==> config.mk <==
export PLATFORM = sky130hd
export DESIGN_NAME = display_scan_controller
export DESIGN_NICKNAME = d
export VERILOG_FILES = /design/src/rtl/display_pkg.sv /design/src/rtl/hex_to_sevenseg.sv /design/src/rtl/display_scan_controller.sv
export SDC_FILE = /design/constraint.sdc
export NUM_CORES = 1
export LEC_CHECK = 0
export CAP_MARGIN = 20
export CORE_MARGIN = 2
export CORE_UTILIZATION = 45
export DETAILED_ROUTE_END_ITERATION = 6
export GPL_TIMING_DRIVEN = 0
export PLACE_DENSITY = 0.75
export SLEW_MARGIN = 10
export SYNTH_ARGS = -nofsm -noshare
export SYNTH_HDL_FRONTEND = slang
export SYNTH_HIERARCHICAL = 1
export SYNTH_SLANG_ARGS = --single-unit
==> constraint.sdc <==
create_clock -name clk -period 3.6 [get_ports clk]
set_input_delay 0.72 -clock clk [delete_from_list [all_inputs] [get_ports clk]]
set_output_delay 0.72 -clock clk [all_outputs]
set_load 0.02 [all_outputs]
==> src/rtl/display_pkg.sv <==
// Shared constants and types for the seven-segment scan controller.
package display_pkg;

    localparam int N_DIGITS = 8;
    localparam logic [6:0] SEG_BLANK = 7'h7F;

    typedef enum logic {
        BLANK = 1'b0,
        SHOW  = 1'b1
    } scan_state_t;

    // Active-low {g,f,e,d,c,b,a} patterns for hex digits 0..F.
    localparam logic [6:0] HEX_SEG [16] = '{
        7'h40, 7'h79, 7'h24, 7'h30, 7'h19, 7'h12, 7'h02, 7'h78,
        7'h00, 7'h10, 7'h08, 7'h03, 7'h46, 7'h21, 7'h06, 7'h0E
    };

endpackage

==> src/rtl/hex_to_sevenseg.sv <==
// Combinational hex nibble to active-low seven-segment pattern.
module hex_to_sevenseg
    import display_pkg::*;
(
    input  logic [3:0] nibble_i,
    output logic [6:0] seg_n_o
);

    assign seg_n_o = HEX_SEG[nibble_i];

endmodule

==> src/rtl/display_scan_controller.sv <==
// Time-multiplexed 8-digit seven-segment scan with per-slot blanking and
// frame-aligned shadow update of the displayed value.
module display_scan_controller
    import display_pkg::*;
#(
    parameter int REFRESH_DIV  = 100000,
    parameter int BLANK_CYCLES = 1000
) (
    input  logic        clk,
    input  logic        reset_n,
    input  logic [31:0] value,
    input  logic        load,
    input  logic [7:0]  digit_en,
    input  logic [7:0]  dp_en,
    output logic [2:0]  digit_sel,
    output logic [6:0]  seg_n,
    output logic        dp_n,
    output logic        frame_done
);

    localparam int CW = $clog2(REFRESH_DIV);
    localparam logic [CW-1:0] SLOT_LAST = CW'(REFRESH_DIV - 1);
    localparam logic [CW-1:0] BLANK_END = CW'(BLANK_CYCLES);

    // slot_cnt_q/dig_q name the position the next edge presents; the
    // output registers then hold exactly that position's values.
    logic [CW-1:0] slot_cnt_q, slot_cnt_d;
    logic [2:0]    dig_q, dig_d;
    logic [2:0]    sel_q, sel_d;
    scan_state_t   state_q, state_d;
    logic [6:0]    seg_q, seg_d;
    logic          dp_q, dp_d;
    logic          fd_q, fd_d;
    logic [31:0]   pending_q, pending_d;
    logic [31:0]   active_q, active_d;
    logic [3:0]    nibble;
    logic [6:0]    hex_seg;

    assign nibble = active_q[{dig_q, 2'b00} +: 4];

    hex_to_sevenseg u_hex (
        .nibble_i (nibble),
        .seg_n_o  (hex_seg)
    );

    always_ff @(posedge clk) begin
        if (!reset_n) begin
            state_q <= BLANK;
        end else begin
            state_q <= state_d;
        end
    end

    always_comb begin
        state_d    = state_q;
        slot_cnt_d = (slot_cnt_q == SLOT_LAST) ? '0 : slot_cnt_q + CW'(1);
        dig_d      = (slot_cnt_q == SLOT_LAST) ? dig_q + 3'd1 : dig_q;
        sel_d      = dig_q;
        seg_d      = SEG_BLANK;
        dp_d       = 1'b1;
        fd_d       = (slot_cnt_q == SLOT_LAST) && (dig_q == 3'(N_DIGITS - 1));
        pending_d  = load ? value : pending_q;
        // The newest load wins at the frame boundary, so active follows pending_d.
        active_d   = fd_q ? pending_d : active_q;

        case (state_q)
            BLANK:   if (slot_cnt_q == BLANK_END) state_d = SHOW;
            SHOW:    if (slot_cnt_q == '0) state_d = BLANK;
            default: state_d = BLANK;
        endcase

        if (state_d == SHOW && digit_en[dig_q]) begin
            seg_d = hex_seg;
            dp_d  = ~dp_en[dig_q];
        end
    end

    always_ff @(posedge clk) begin
        if (!reset_n) begin
            slot_cnt_q <= '0;
            dig_q      <= '0;
            sel_q      <= '0;
            seg_q      <= SEG_BLANK;
            dp_q       <= 1'b1;
            fd_q       <= 1'b0;
            pending_q  <= '0;
            active_q   <= '0;
        end else begin
            slot_cnt_q <= slot_cnt_d;
            dig_q      <= dig_d;
            sel_q      <= sel_d;
            seg_q      <= seg_d;
            dp_q       <= dp_d;
            fd_q       <= fd_d;
            pending_q  <= pending_d;
            active_q   <= active_d;
        end
    end

    assign digit_sel  = sel_q;
    assign seg_n      = seg_q;
    assign dp_n       = dp_q;
    assign frame_done = fd_q;

endmodule

Yosys cells after proc, flatten, opt, wreduce, memory -nomap -nowiden
Memory sizes are Yosys's and may differ from the RTL's. A register that Yosys moved wholly into a read port is not among the register bits.
Cells that the tools add are included.
Storage, ports and cells
  bits of input ports: 51
  bits in read-only memories: 112
  RAM bits: 0
  output and inout bits: 12
  flip-flop bits (word level): 90
  memories: 1
  bits in latches: 0
  logic and storage cells: 34
Cells by class
  shift-type cells: 1
  reductions and logical operators: 6
  div/mod/pow operators: 0
  $lt $le $gt $ge: 1
  equality and inequality tests: 3
  add/subtract/negate cells: 2
  bitwise logic cells: 4
  multipliers: 0
  mux-type cells: 8
Memories
  (name not given): words 16, bits a word 7, rd ports 1, clocked after memory_dff 1, wr ports 0, line hex_to_sevenseg.sv:9  | assign seg_n_o = HEX_SEG[nibble_i];
Operator list (number)
  $mux 32: 1
  $shiftx 32x6->4: 1
  $add 17x1->17 const B: 1
  $eq 17x10->1 const B: 1
  $eq 17x17->1 const B: 1
  $logic_not 17->1: 1
  $bmux 1 s3: 2
  $not 4->5: 1
  $lt 3x4->1 const B: 1
  $mux 1: 4
  $add 3x1->3 const B: 1
  $eq 3x3->1 const B: 1
  $not 1->1: 3
  $logic_and 1x1->1: 2
  $pmux 1 s2: 1
  $reduce_and 2->1: 1
  $reduce_or 2->1: 1
  $logic_not 1->1: 1

Depth between registers and ports, before layout
  depth in word-level cells: 6
  gate-level depth with buffers: 10
  gate-level depth less buffers: 8

Hierarchy
The synthesis kept the hierarchy.
Modules (own cells, without submodules)
  display_scan_controller: sequential area each 1941.9 um^2, area an instance 3945.0 um^2, cells each 394, times used 1
  hex_to_sevenseg: sequential area each 0.0 um^2, area an instance 247.7 um^2, cells each 35, times used 1

Least setup slack after synthesis
No wires, ideal clock.
  kind: register to register
  start point: reg dig_q[1]
  end point: reg seg_q[3], in the netlist seg_n[3]
  required time: 3.463 ns
  library setup time: 0.137 ns
  cell stages (with the launch flop): 10
  clock period less this slack: 2.495 ns
  setup slack: 1.105 ns
  buffers on the path: 2
  arrival time: 2.358 ns
  cell sequence: dfxtp_1 clkbuf_1 clkbuf_1 mux4_2 mux2_2 ha_1 or2_2 a21oi_1 a31oi_1 nand3b_1
Between the ends
  elaborated cells on any way between the ends: 7
  those cells by class: shift (1); mux (2); bitwise (1); reduce/logical (3)
RTL lines
  from (decl): line display_scan_controller.sv:28  | logic [2:0] dig_q, dig_d;
  from (signal assigned): line display_scan_controller.sv:90  | dig_q <= dig_d;
  $shiftx 32x6->4: line display_scan_controller.sv:39  | assign nibble = active_q[{dig_q, 2'b00} +: 4];
  named net nibble[0]: line display_scan_controller.sv:36  | logic [3:0] nibble;
  $not 4->5 (implied by the code): line hex_to_sevenseg.sv:9
  to (decl): line display_scan_controller.sv:31  | logic [6:0] seg_q, seg_d;
The timed path passes the listed nets, and every way through them passes these cells. The select of a mux whose other input is x is not followed.
A chain may end at the register's enable or synchronous reset.

Worst setup path after layout
Same ends and word-level chain as after synthesis.

==> reports/metrics.yaml <==
detailed_routing:
  dr.pass1.iters: 4
  postRouteWirelength_um: 9350
  drc: 0
  wire_per_inst_um: 15.1
  vias: 3321
  ant_nets: 0
  avgViaCountPerCell: 5.38
  drtIter0Drc: 116
run:
  cap_violations: 0
timing:
  tightestPinTransition_ns: 0.713
  slew_headroom: 0.524
  max_freq_mhz: 346
  drv_slew: 0
  finalHoldViolCount: 0
  finalSetupTns_ns: 0
  fin_crit_ns: 2.89
  grt_setup_unrepaired: "false"
  worst_slack_ns: 0.711
  fin_worst_skew_ns: 0.0102
  period_share: 0.803
  finalSetupViolations: 0
global_route:
  grt.met3_usage: 0.0374
  grt_overflow: 0
  top_usage_layer: "met2"
  use_met1: 0.240
  antenna_found_initial: 0
  grt_pass1_vias: 3325
  grt_usage: 0.196
  grt_max_degree: 18
  grt_pass1_wl_um: 15500
  grt_util_met2: 0.340
clocking:
  clkLatencyLatePin_ns: 0.37
  cts-root-buf: "clkbuf_8"
  cts_resized: 0
  clk_pin_slew_ns: 0.09
  postCtsHoldBufs: 0
  clock_path_buffers: 2
  cts_max_level: 3
  cts_tree: "yes"
  cts_made_buffers: 9
  cts.sinks: 97
  cts_setup_buffers: 0
critical_path:
  cpPeakStageDelay_ns: 0.47
  cp_slowest_cell: "clkbuf_1"
  end_kind: "flop"
  crit_top_cell: "clkbuf_1"
  worstPathRequired_ns: 3.84
  criticalPathCategory: "flop to flop"
  start_kind: "flop"
  cp.arrival_ns: 3.12
  cp_max_fo: 10
  path_cells: "clkbuf_1 > clkbuf_1 > mux4_2 > mux2_2 > ha_1 > or2_2 > a21oi_1 > a31oi_1 > nand3b_1"
synthesis:
  yosys.area_share.adder: 0.0328
  syn_avg_cell_area_um2: 9.77
  synth_xor_area_frac: 0.0209
  synth_top_family_by_area: "simple AND/OR/NAND/NOR gates"
  synth-compound-area-share: 0.107
  ys.flop_type: "dfxtp_1"
  synth-warning-count: 6
  ys_async_sr_fraction: 0
  synth_mux_area_frac: 0.154
  ys_types: 43
  yosysSeqAreaShare: 0.463
  synth_seq_cells: 97
  yosysTopAreaCell: "dfxtp_1"
  synth_top_area_share: 0.463
  synth_simple_gate_area_frac: 0.178
  synth_edf_count: 0
  synthTopCellsByCount: "dfxtp_1 (97), nor2_1 (79), mux2i_1 (34)"
  synth_most_common_cell: "dfxtp_1"
  synthesis.nets: 491
  yosys-top-cells-area: "dfxtp_1 (46%), mux2i_1 (8.1%), nor2_1 (7.1%), mux4_2 (5.9%), a211oi_1 (5.7%)"
  syn_area_um2: 4190
  syn_inst: 429
cells_and_area:
  syn_to_final_growth_pct: 22.9
  final_layout_size_suffix_gt1_frac: 0.0968
  antenna_cells: 0
  seqCellArea_um2: 1940
  fill_cells: 823
  nets: 563
  multi_input_area_um2: 2070
power:
  pwr-share-clk: 0.373
  comb_power_share: 0.077
  power_frac_seq: 0.550
  ir_worst_vdd_v: 0.000259
  p_per_area_nw_per_um2: 389
  total_leakage_power_nw: 1.91
  intPower_w: 0.00153
  p_sw_frac: 0.239
  p_switching_w: 0.000479
floorplanning:
  die_width_um: 101
  die_y_um: 101
  io_pins: 63
  initial_utilization: 0.458
  die_area_um2: 10100
  coreArea_um2: 9150
  row_count: 35
placement:
  gp_congestion: 0.913
  io_buffers: 61
  dp.final_hpwl_um: 7040
  dp_slack_ns: 0.704
worst_hold_path:
  min_path_type: "flop to flop"
status:
  status: "complete, no violations"
-- layout make-up --
| class | count | share of cell area |
|---|---|---|
| Clock buffer | 10 | 0.0267 |
| Timing Repair Buffer | 61 | 0.119 |
| Inverter | 7 | 0.00510 |
| Tap cell | 111 | 0.0270 |
| Clock inverter | 6 | 0.0138 |
| Multi-Input combinational cell | 295 | 0.402 |
| Buffer | 30 | 0.0304 |
| Sequential cell | 97 | 0.377 |
-- critical path, delay by kind of cell (launching register included) --
kind	cells	cell delay, ns
and+or+nand+nor	2	0.44
DFF	1	0.37
adders and majority gates	1	0.22
muxes	2	0.75
buffers and inverters	2	0.78
AOI/OAI and AO/OA	2	0.20
-- layout by cell type, fill, tap and decap left out, types with 8 or more instances in the layout --
master / synthesis / layout
a211oi_1: 32 / 32
a21oi_1: 11 / 11
clkbuf_1: 14 / 14
clkbuf_8: 2 / 12
clkdlybuf4s50_1: 0 / 61
dfxtp_1: 97 / 97
ha_1: 11 / 11
mux2i_1: 34 / 34
mux4_2: 11 / 11
nand2_1: 17 / 17
nand3_1: 13 / 13
nand4_1: 8 / 8
nor2_1: 79 / 79
o21ai_0: 16 / 16
xor2_1: 9 / 9
-- kinds of logic (layout without fill, tap and decap cells) --
kind of cell | after synthesis | after routing
AOI/OAI and AO/OA | 69 | 69
xor gates and xnor gates | 10 | 10
adders and majority gates | 11 | 11
buffers and inverters | 37 | 114
DFF | 97 | 97
muxes | 50 | 50
and+or+nand+nor | 155 | 155
-- final timing paths --
| check | startpoint | end | slack (ns) | cells past startpoint |
|---|---|---|---|---|
| setup / recovery | dig_q[1]$_SDFFE_PN0P_ | seg_n[3]$_SDFF_PN1_ | 0.71 | 9 |
| hold / removal | slot_cnt_q[0]$_SDFF_PP0_ | slot_cnt_q[0]$_SDFF_PP0_ | 0.46 | 1 |
| setup reg to reg | dig_q[1]$_SDFFE_PN0P_ | seg_n[3]$_SDFF_PN1_ | 0.71 | 9 |
| hold reg to reg | slot_cnt_q[0]$_SDFF_PP0_ | slot_cnt_q[0]$_SDFF_PP0_ | 0.46 | 1 |
-- sequential cells by signal, summed over array words and instances, names as in the netlist --
name and count:
active_q 32, dig_q 3, digit_sel 3, dp_n 1, frame_done 1, pending_q 32
seg_n 7, slot_cnt_q 17, state_q 1
-- through the flow --
| stage | area (um^2) | cells | hold WS (ns) | util | power, W |
|---|---|---|---|---|---|
| 2_1_floorplan | 4190 | 429 | 0.425 | - | 0.00120 |
| 3_3_place_gp | 4940 | 601 | 0.437 | 0.540 | 0.00128 |
| 3_5_place_dp | 4940 | 601 | 0.446 | 0.540 | 0.00128 |
| 4_1_cts | 5150 | 617 | 0.467 | 0.563 | 0.00202 |
| 5_1_grt | 5150 | 617 | 0.491 | 0.563 | 0.00208 |
| 6_report | 5150 | 617 | 0.461 | 0.563 | 0.00201 |
-- power groups by stage --
stage	clock network (W)	logic, W	registers, W
after floorplan	0	0.0000755	0.00113
after global placement	0	0.000151	0.00113
after detailed placement	0	0.000154	0.00113
after CTS	0.000758	0.000155	0.00110
after global routing	0.000802	0.000168	0.00111
final	0.000748	0.000154	0.00110
-- layer usage --
layer	vias to the layer above	wire length, um
li1	1659	-
met5	-	0
met2	64	4730
met3	20	319
met1	1578	4090
met4	0	200
Note: power is estimated with default switching activity, not from simulation.
